$ cat src/rtl/sram_like_arbiter.sv
// Fixed-priority arbiter merging an instruction and a data SRAM-like master onto one slave port.
// An owner FIFO remembers who issued each accepted request so in-order responses can be steered back.
module sram_like_arbiter #(
    parameter int OUTSTANDING = 2
) (
    input  logic        clk,
    input  logic        resetn,

    input  logic        inst_req,
    input  logic        inst_wr,
    input  logic [1:0]  inst_size,
    input  logic [31:0] inst_addr,
    input  logic [3:0]  inst_wstrb,
    input  logic [31:0] inst_wdata,
    output logic        inst_addr_ok,
    output logic        inst_data_ok,
    output logic [31:0] inst_rdata,

    input  logic        data_req,
    input  logic        data_wr,
    input  logic [1:0]  data_size,
    input  logic [31:0] data_addr,
    input  logic [3:0]  data_wstrb,
    input  logic [31:0] data_wdata,
    output logic        data_addr_ok,
    output logic        data_data_ok,
    output logic [31:0] data_rdata,

    output logic        req,
    output logic        wr,
    output logic [1:0]  size,
    output logic [31:0] addr,
    output logic [3:0]  wstrb,
    output logic [31:0] wdata,
    input  logic        addr_ok,
    input  logic        data_ok,
    input  logic [31:0] rdata
);

    localparam int PTR_W = (OUTSTANDING > 1) ? $clog2(OUTSTANDING) : 1;
    localparam int CNT_W = $clog2(OUTSTANDING + 1);
    localparam logic [PTR_W-1:0] PTR_LAST = PTR_W'(OUTSTANDING - 1);
    localparam logic [CNT_W-1:0] CNT_FULL = CNT_W'(OUTSTANDING);

    logic [OUTSTANDING-1:0] owner_q;
    logic [PTR_W-1:0]       head;
    logic [PTR_W-1:0]       tail;
    logic [CNT_W-1:0]       count;

    logic full;
    logic not_empty;
    logic gnt_data;
    logic gnt_inst;
    logic head_owner;
    logic push;
    logic pop;

    function automatic logic [PTR_W-1:0] next_ptr(input logic [PTR_W-1:0] p);
        return (p == PTR_LAST) ? '0 : p + PTR_W'(1);
    endfunction

    // full comes from registered count only, so a pop while full frees a slot one cycle later
    assign full      = (count == CNT_FULL);
    assign not_empty = (count != '0);

    assign gnt_data = resetn & data_req & ~full;
    assign gnt_inst = resetn & inst_req & ~data_req & ~full;

    assign head_owner = owner_q[head];
    assign push       = req & addr_ok;
    assign pop        = resetn & data_ok & not_empty;

    assign req          = gnt_data | gnt_inst;
    assign data_addr_ok = gnt_data & addr_ok;
    assign inst_addr_ok = gnt_inst & addr_ok;

    assign wr    = gnt_data ? data_wr    : inst_wr;
    assign size  = gnt_data ? data_size  : inst_size;
    assign addr  = gnt_data ? data_addr  : inst_addr;
    assign wstrb = gnt_data ? data_wstrb : inst_wstrb;
    assign wdata = gnt_data ? data_wdata : inst_wdata;

    // Spurious responses with nothing outstanding are dropped by gating on not_empty
    assign data_data_ok = pop & head_owner;
    assign inst_data_ok = pop & ~head_owner;
    assign inst_rdata   = rdata;
    assign data_rdata   = rdata;

    always_ff @(posedge clk or negedge resetn) begin
        if (!resetn) begin
            owner_q <= '0;
            head    <= '0;
            tail    <= '0;
            count   <= '0;
        end else begin
            if (push) begin
                owner_q[tail] <= gnt_data;
                tail          <= next_ptr(tail);
            end
            if (pop) begin
                head <= next_ptr(head);
            end
            case ({push, pop})
                2'b10:   count <= count + CNT_W'(1);
                2'b01:   count <= count - CNT_W'(1);
                default: count <= count;
            endcase
        end
    end

endmodule

$ cat config.mk
export PLATFORM = sky130hd
export DESIGN_NAME = sram_like_arbiter
export DESIGN_NICKNAME = d
export VERILOG_FILES = /design/src/rtl/sram_like_arbiter.sv
export SDC_FILE = /design/constraint.sdc
export NUM_CORES = 1
export LEC_CHECK = 0
export ABC_AREA = 1
export CORE_AREA = 2 2 124 126
export CTS_CLUSTER_SIZE = 10
export DETAILED_ROUTE_END_ITERATION = 8
export DIE_AREA = 0 0 126 128
export PLACE_DENSITY = 0.57
export SKIP_CTS_REPAIR_TIMING = 1
export SKIP_LAST_GASP = 1
export SLEW_MARGIN = 10
export SYNTH_ARGS = -nofsm -noshare
export SYNTH_HDL_FRONTEND = slang
export SYNTH_SLANG_ARGS = --single-unit
$ cat constraint.sdc
create_clock -name clk -period 3.3 [get_ports clk]
set_input_delay 0.33 -clock clk [delete_from_list [all_inputs] [get_ports clk]]
set_output_delay 0.33 -clock clk [all_outputs]
set_load 0.01 [all_outputs]
==> results of run 1 <==
==> power by group through the flow <==
stage	clock network [W]	registers [W]	logic, W
5_1_grt	0.000206	0.000145	0.00107
2_1_floorplan	0	0.000134	0.000513
4_1_cts	0.000202	0.000140	0.000989
3_3_place_gp	0	0.000140	0.000984
3_5_place_dp	0	0.000140	0.000980
6_report	0.000200	0.000140	0.000973
==> layout by cell type (no fill, tap or decap) <==
master,Yosys,routed
xor2_1,2,2
xnor2_1,1,1
dfrtp_1,6,6
o21ai_0,2,2
inv_6,1,1
ha_1,1,1
buf_4,64,1
nand3_1,3,3
nor2_1,2,2
nand2_1,230,230
clkbuf_16,0,3
nand2_4,1,1
nand2_2,1,1
inv_1,8,8
clkdlybuf4s50_1,0,223
buf_12,0,1
a21oi_1,2,2
inv_2,2,2
==> flip-flops by register name, indices dropped and copies added, names as in the netlist <==
register	flops
owner_q	2
head	1
tail	1
count	2
==> worst min-delay path by stage <==
| stage | to | slack [ns] | cells past startpoint |
|---|---|---|---|
| CTS | count[0]$_DFFE_PN0P_ | 0.43 | 2 |
| global route | count[0]$_DFFE_PN0P_ | 0.47 | 2 |
| finish | count[0]$_DFFE_PN0P_ | 0.42 | 2 |
| detailed placement | owner_q[0]$_DFFE_PN0P_ | 0.46 | 2 |
| global placement | owner_q[1]$_DFFE_PN0P_ | 0.47 | 2 |
| floorplan | count[0]$_DFFE_PN0P_ | 0.03 | 0 |
==> routing by layer <==
layer / share of wire, % / vias to the layer above
met3: 11 / 28
met1: 40 / 957
met4: 2.6 / 0
met5: 0 / -
met2: 45 / 154
li1: - / 1241
==> cell usage after synthesis, drive strengths merged <==
library cell	count	area share, %
nand2	232	50
ha	1	0.71
inv	11	2.6
buf	78	34
xnor2	1	0.50
xor2	2	1.0
nor2	2	0.43
o21ai	2	0.57
a21oi	2	0.57
nand3	3	0.86
dfrtp	6	8.6
==> area by class of cell <==
cell class,instances,area [µm²],share of cell area (%)
multi-input combinational,245,962.2,25.81
clock buffer,3,75.07,2.013
sequential,6,150.1,4.027
timing repair buffer,225,2260,60.60
inverter,11,46.29,1.242
tap,188,235.2,6.309
==> cell families after synthesis <==
kind of cell	after synthesis	synth area share (%)
buffers and inverters	89	36.55
adder cells (fa/ha/maj)	1	0.7137
AO/OA/AOI/OAI	4	1.142
flip-flops	6	8.565
AND/OR/NAND/NOR	237	51.53
XOR/XNOR	3	1.499
==> stage by stage <==
stage | worst slack (ns) | instance area [µm²] | hold WS, ns | cells | total power, W
floorplan | 1.776 | 1753 | 0.03441 | 340 | 0.0006472
global placement | 0.7444 | 3654 | 0.4668 | 675 | 0.001123
detailed placement | 0.7291 | 3654 | 0.4648 | 675 | 0.001121
CTS | 0.7179 | 3729 | 0.4270 | 678 | 0.001331
global route | 0.5842 | 3729 | 0.4663 | 678 | 0.001421
finish | 0.7344 | 3729 | 0.4185 | 678 | 0.001312
==> worst reg2reg max path, cell delays in order (launching register included) <==
cell and delay (ns):
dfrtp_1 0.40, inv_2 0.06, nand2_2 0.10, nand3_1 0.12, nand2_1 0.12, inv_1 0.07
ha_1 0.30, a21oi_1 0.11, o21ai_0 0.11, xor2_1 0.15
==> flow_summary.yaml, run 1 <==
clock_tree:
  cts_root_buf: "clkbuf_16"
  cts_tree: "built"
  htreeDepth: 1
  clk_latency_ns: 0.23
  clkTransAtPathRegs_ns: 0.03
  numCtsBuffers: 3
  clkSinkCount: 6
  ctsLongestPathBuffers: 2
detailed_routing:
  ant_nets: 0
  drc_errors: 0
  drt_iter0_markers: 94
  dr.pass1.iters: 4
  viasPerCell: 3.510
  vias: 2380
  routed_wl_um: 8505
  wl_per_cell_um: 12.54
timing:
  fmax_mhz: 389.8
  rsz0062_at_grt: "no"
  post-route-period-util_pct: 77.74
  fin_crit_ns: 2.566
  worstMarginPinSlew_ns: 0.5226
  relSlewSlack_pct: 65.16
  fin_setup_tns_ns: 0
  finalHoldViolations: 0
  finalClockSkew_ns: 0.001720
  report.final.slew_viol_count: 0
  setup_viol: 0
run_status:
  outcome: "finished, final reports clean"
global_routing:
  gr-usage-met3_pct: 3.798
  grt_pass1_wl_um: 12450
  grt_max_degree: 72
  grt_pass1_vias: 2277
  use_met2_pct: 15.62
  gr-total-overflow: 0
  use_met1_pct: 11.74
  grt_use_total_pct: 9.641
  antenna_found_initial: 0
  top_usage_layer: "met2"
worst_setup_path:
  arrival_ns: 2.24
  criticalPathCategory: "input port to output pin"
  worstPathRequired_ns: 2.97
  worstSetupStartpointType: "input port"
  reg2reg_setup_slack_ns: 1.64
  cpMaxStageDelayCell: "clkdlybuf4s50_1"
  cp_common_cell: "nand2_1"
  path_max_fanout: 71
  worstPathCellList: "clkdlybuf4s50_1 > nand2_1 > inv_2 > nand2_4 > inv_6 > nand2_1 > nand2_1 > clkdlybuf4s50_1"
  crit_buf_inv: 4
  reg2reg_from: "count[0]$_DFFE_PN0P_"
  cp.depth: 8
  cp-endpoint: "addr[10]"
  critPathMaxStageDelay_ns: 0.53
  startpoint: "data_req"
  cp_top_family: "buffers and inverters"
  r2r_cells: 9
  endpoint_kind: "output pin"
  crit-reg2reg-capture: "count[1]$_DFFE_PN0P_"
placement:
  gp_routability_congestion: 0.7157
  io_buffers: 223
  dp_hpwl_um: 6783
floorplanning:
  initial_core_util_pct: 11.79
  fp.dieH_um: 128
  die_w_um: 126
  std_cell_rows: 45
  num_io_pins: 320
  core-area_um2: 14860
  die-area_um2: 16130
power:
  seqPwrFrac_pct: 10.6
  p_sw_w: 0.0005034
  combinationalPowerShare_pct: 74.1
  p_int_w: 0.0008089
  power_density_nw_per_um2: 351.9
  ir_drop_mv: 0.2148
  pwr-share-clk_pct: 15.3
  cellLeakagePower_nw: 1.756
  p_sw_share_pct: 38.36
run:
  maxCapViolCount: 0
cells_and_area:
  final_util_pct: 25.08
  nNetsFinal: 673
  num_antenna_cells: 0
  syn_to_final_growth_pct: 112.7
  num-fill-cells: 1662
  layout-drive-gt1-share_pct: 2.041
synthesis:
  ys_types: 17
  ys_seq_area_share_pct: 8.565
  postSynthRegisterBits: 6
  netlist_instances: 340
  synth_area_um2: 1753
  synth_fp_nets: 521
  ys_warn_count: 0
  syn_avg_cell_area_um2: 5.156
worst_hold_path:
  hold_path_class: "input port to async pin"
(Power assumes the default switching activity.)
==> run 2: changes to the inputs <==
--- a/config.mk
+++ b/config.mk
@@ -6,11 +6,11 @@
 export NUM_CORES = 1
 export LEC_CHECK = 0
 export ABC_AREA = 1
-export CORE_AREA = 2 2 124 126
+export CORE_AREA = 2 2 125 127
 export CTS_CLUSTER_SIZE = 10
 export DETAILED_ROUTE_END_ITERATION = 8
-export DIE_AREA = 0 0 126 128
-export PLACE_DENSITY = 0.57
+export DIE_AREA = 0 0 127 129
+export PLACE_DENSITY = 0.58
 export SKIP_CTS_REPAIR_TIMING = 1
 export SKIP_LAST_GASP = 1
 export SLEW_MARGIN = 10
==> constraint.sdc (replaced) <==
create_clock -name clk -period 2.3 [get_ports clk]
set_input_delay 0.23 -clock clk [delete_from_list [all_inputs] [get_ports clk]]
set_output_delay 0.23 -clock clk [all_outputs]
set_load 0.01 [all_outputs]
==> flow_summary.yaml, run 2 (same netlist as run 1, synthesis figures left out) <==
clock_tree:
  ctsLongestPathBuffers: 2
  htreeDepth: 1
  clkTransAtPathRegs_ns: 0.03
  numCtsBuffers: 3
  clkSinkCount: 6
  clk_latency_ns: 0.23
  cts_tree: "built"
  cts_root_buf: "clkbuf_16"
detailed_routing:
  viasPerCell: 3.470
  wl_per_cell_um: 11.92
  routed_wl_um: 8163
  drc_errors: 0
  ant_nets: 0
  vias: 2377
  drt_iter0_markers: 106
  dr.pass1.iters: 6
worst_setup_path:
  arrival_ns: 1.93
  reg2reg_from: "count[0]$_DFFE_PN0P_"
  criticalPathCategory: "input port to output pin"
  critPathMaxStageDelay_ns: 0.53
  worstPathCellList: "clkdlybuf4s50_1 > nand2_1 > inv_2 > nand2_4 > clkinv_8 > buf_12 > nand2_1 > nand2_1 > clkdlybuf4s50_1"
  worstSetupStartpointType: "input port"
  path_max_fanout: 15
  reg2reg_setup_slack_ns: 0.66
  crit-reg2reg-capture: "count[1]$_DFFE_PN0P_"
  endpoint_kind: "output pin"
  r2r_cells: 9
  cp_common_cell: "nand2_1"
  worstPathRequired_ns: 2.07
  cpMaxStageDelayCell: "clkdlybuf4s50_1"
cells_and_area:
  syn_to_final_growth_pct: 120.3
  num_antenna_cells: 0
  reg_top3: "count: 2 flops, owner_q: 2 flops"
  final_common_cell: "nand2_1"
  mostFrequentLayoutCells: "nand2_1, clkdlybuf4s50_1, inv_1"
  layout-drive-gt1-share_pct: 3.421
  nNetsFinal: 680
global_routing:
  grt_pass1_wl_um: 11230
  grt_max_degree: 41
  use_met2_pct: 14.67
  use_met1_pct: 9.827
  grt_pass1_vias: 2200
  gr-usage-met3_pct: 2.869
  top_usage_layer: "met2"
  antenna_found_initial: 0
  gr-total-overflow: 0
  grt_use_total_pct: 8.443
power:
  cellLeakagePower_nw: 1.819
  power_density_nw_per_um2: 510.4
  ir_drop_mv: 0.3958
timing:
  fin_setup_tns_ns: 0
  worstMarginPinSlew_ns: 0.1980
  setup_viol: 0
  setup_slack_ns: 0.1389
  post-route-period-util_pct: 93.96
  relSlewSlack_pct: 86.66
  rsz0062_at_grt: "no"
  fmax_mhz: 462.7
  finalClockSkew_ns: 0.0005716
  finalHoldViolations: 0
  report.final.slew_viol_count: 0
  fin_crit_ns: 2.161
floorplanning:
  fp.dieH_um: 129
  num_io_pins: 320
  std_cell_rows: 45
  die-area_um2: 16380
  die_w_um: 127
  core-area_um2: 14980
  initial_core_util_pct: 11.70
worst_hold_path:
  hold_path_class: "input port to async pin"
placement:
  dp_hpwl_um: 6420
  io_buffers: 223
  gp_routability_congestion: 0.7256
  dp_slack_ns: 0.08027
run_status:
  outcome: "finished, final reports clean"
run:
  maxCapViolCount: 0
-- run 2: worst max-delay path by stage --
| stage | from | endpoint | slack, ns | cells past startpoint |
|---|---|---|---|---|
| global placement | data_req | addr[21] | 0.07 | 9 |
| floorplan | count[0]$_DFFE_PN0P_ | count[1]$_DFFE_PN0P_ | 0.78 | 9 |
| CTS | data_req | addr[21] | 0.08 | 9 |
| global route | data_req | addr[3] | 0.01 | 9 |
| finish | resetn | addr[21] | 0.14 | 9 |
| detailed placement | resetn | addr[21] | 0.08 | 9 |
-- run 2: cell type report --
type                    count  area [µm²]
clock buffers               3       75.07
fillers                  1643       11120
inverters                  11       53.80
multi-input cells         245       962.2
flip-flops and latches      6       150.1
well taps                 188       235.2
repair buffers            232        2385
-- run 2: worst max-delay path, delay by kind of cell --
| kind | cells | cell delay, ns |
|---|---|---|
| buf+inv | 5 | 1.37 |
| simple gates | 4 | 0.31 |
-- run 2: report_power, final --
group	leakage, nW	internal (W)	switching [W]	total [W]
combinational	1.71	0.000844	0.000640	0.00148
sequential	0.0718	0.000161	0.0000405	0.000201
clock	0.0370	0.000223	0.0000624	0.000286
total	1.82	0.00123	0.000743	0.00197
-- run 2: metal layers --
layer,routed length (µm),vias to the layer above
li1,-,1258
met1,3317,952
met2,3884,149
met3,803,18
met4,157,0
met5,0,-
-- run 2: metrics by stage --
step	utilization (%)	cells	cell area (µm²)	hold WS [ns]	total power, W
after floorplan	-	340	1753	-0.06559	0.0009286
after global placement	24.90	680	3729	0.4601	0.001655
after detailed placement	24.90	680	3729	0.4601	0.001651
after CTS	25.40	683	3804	0.4402	0.001947
after global routing	25.78	685	3861	0.4600	0.002122
final	25.78	685	3861	0.4343	0.001971
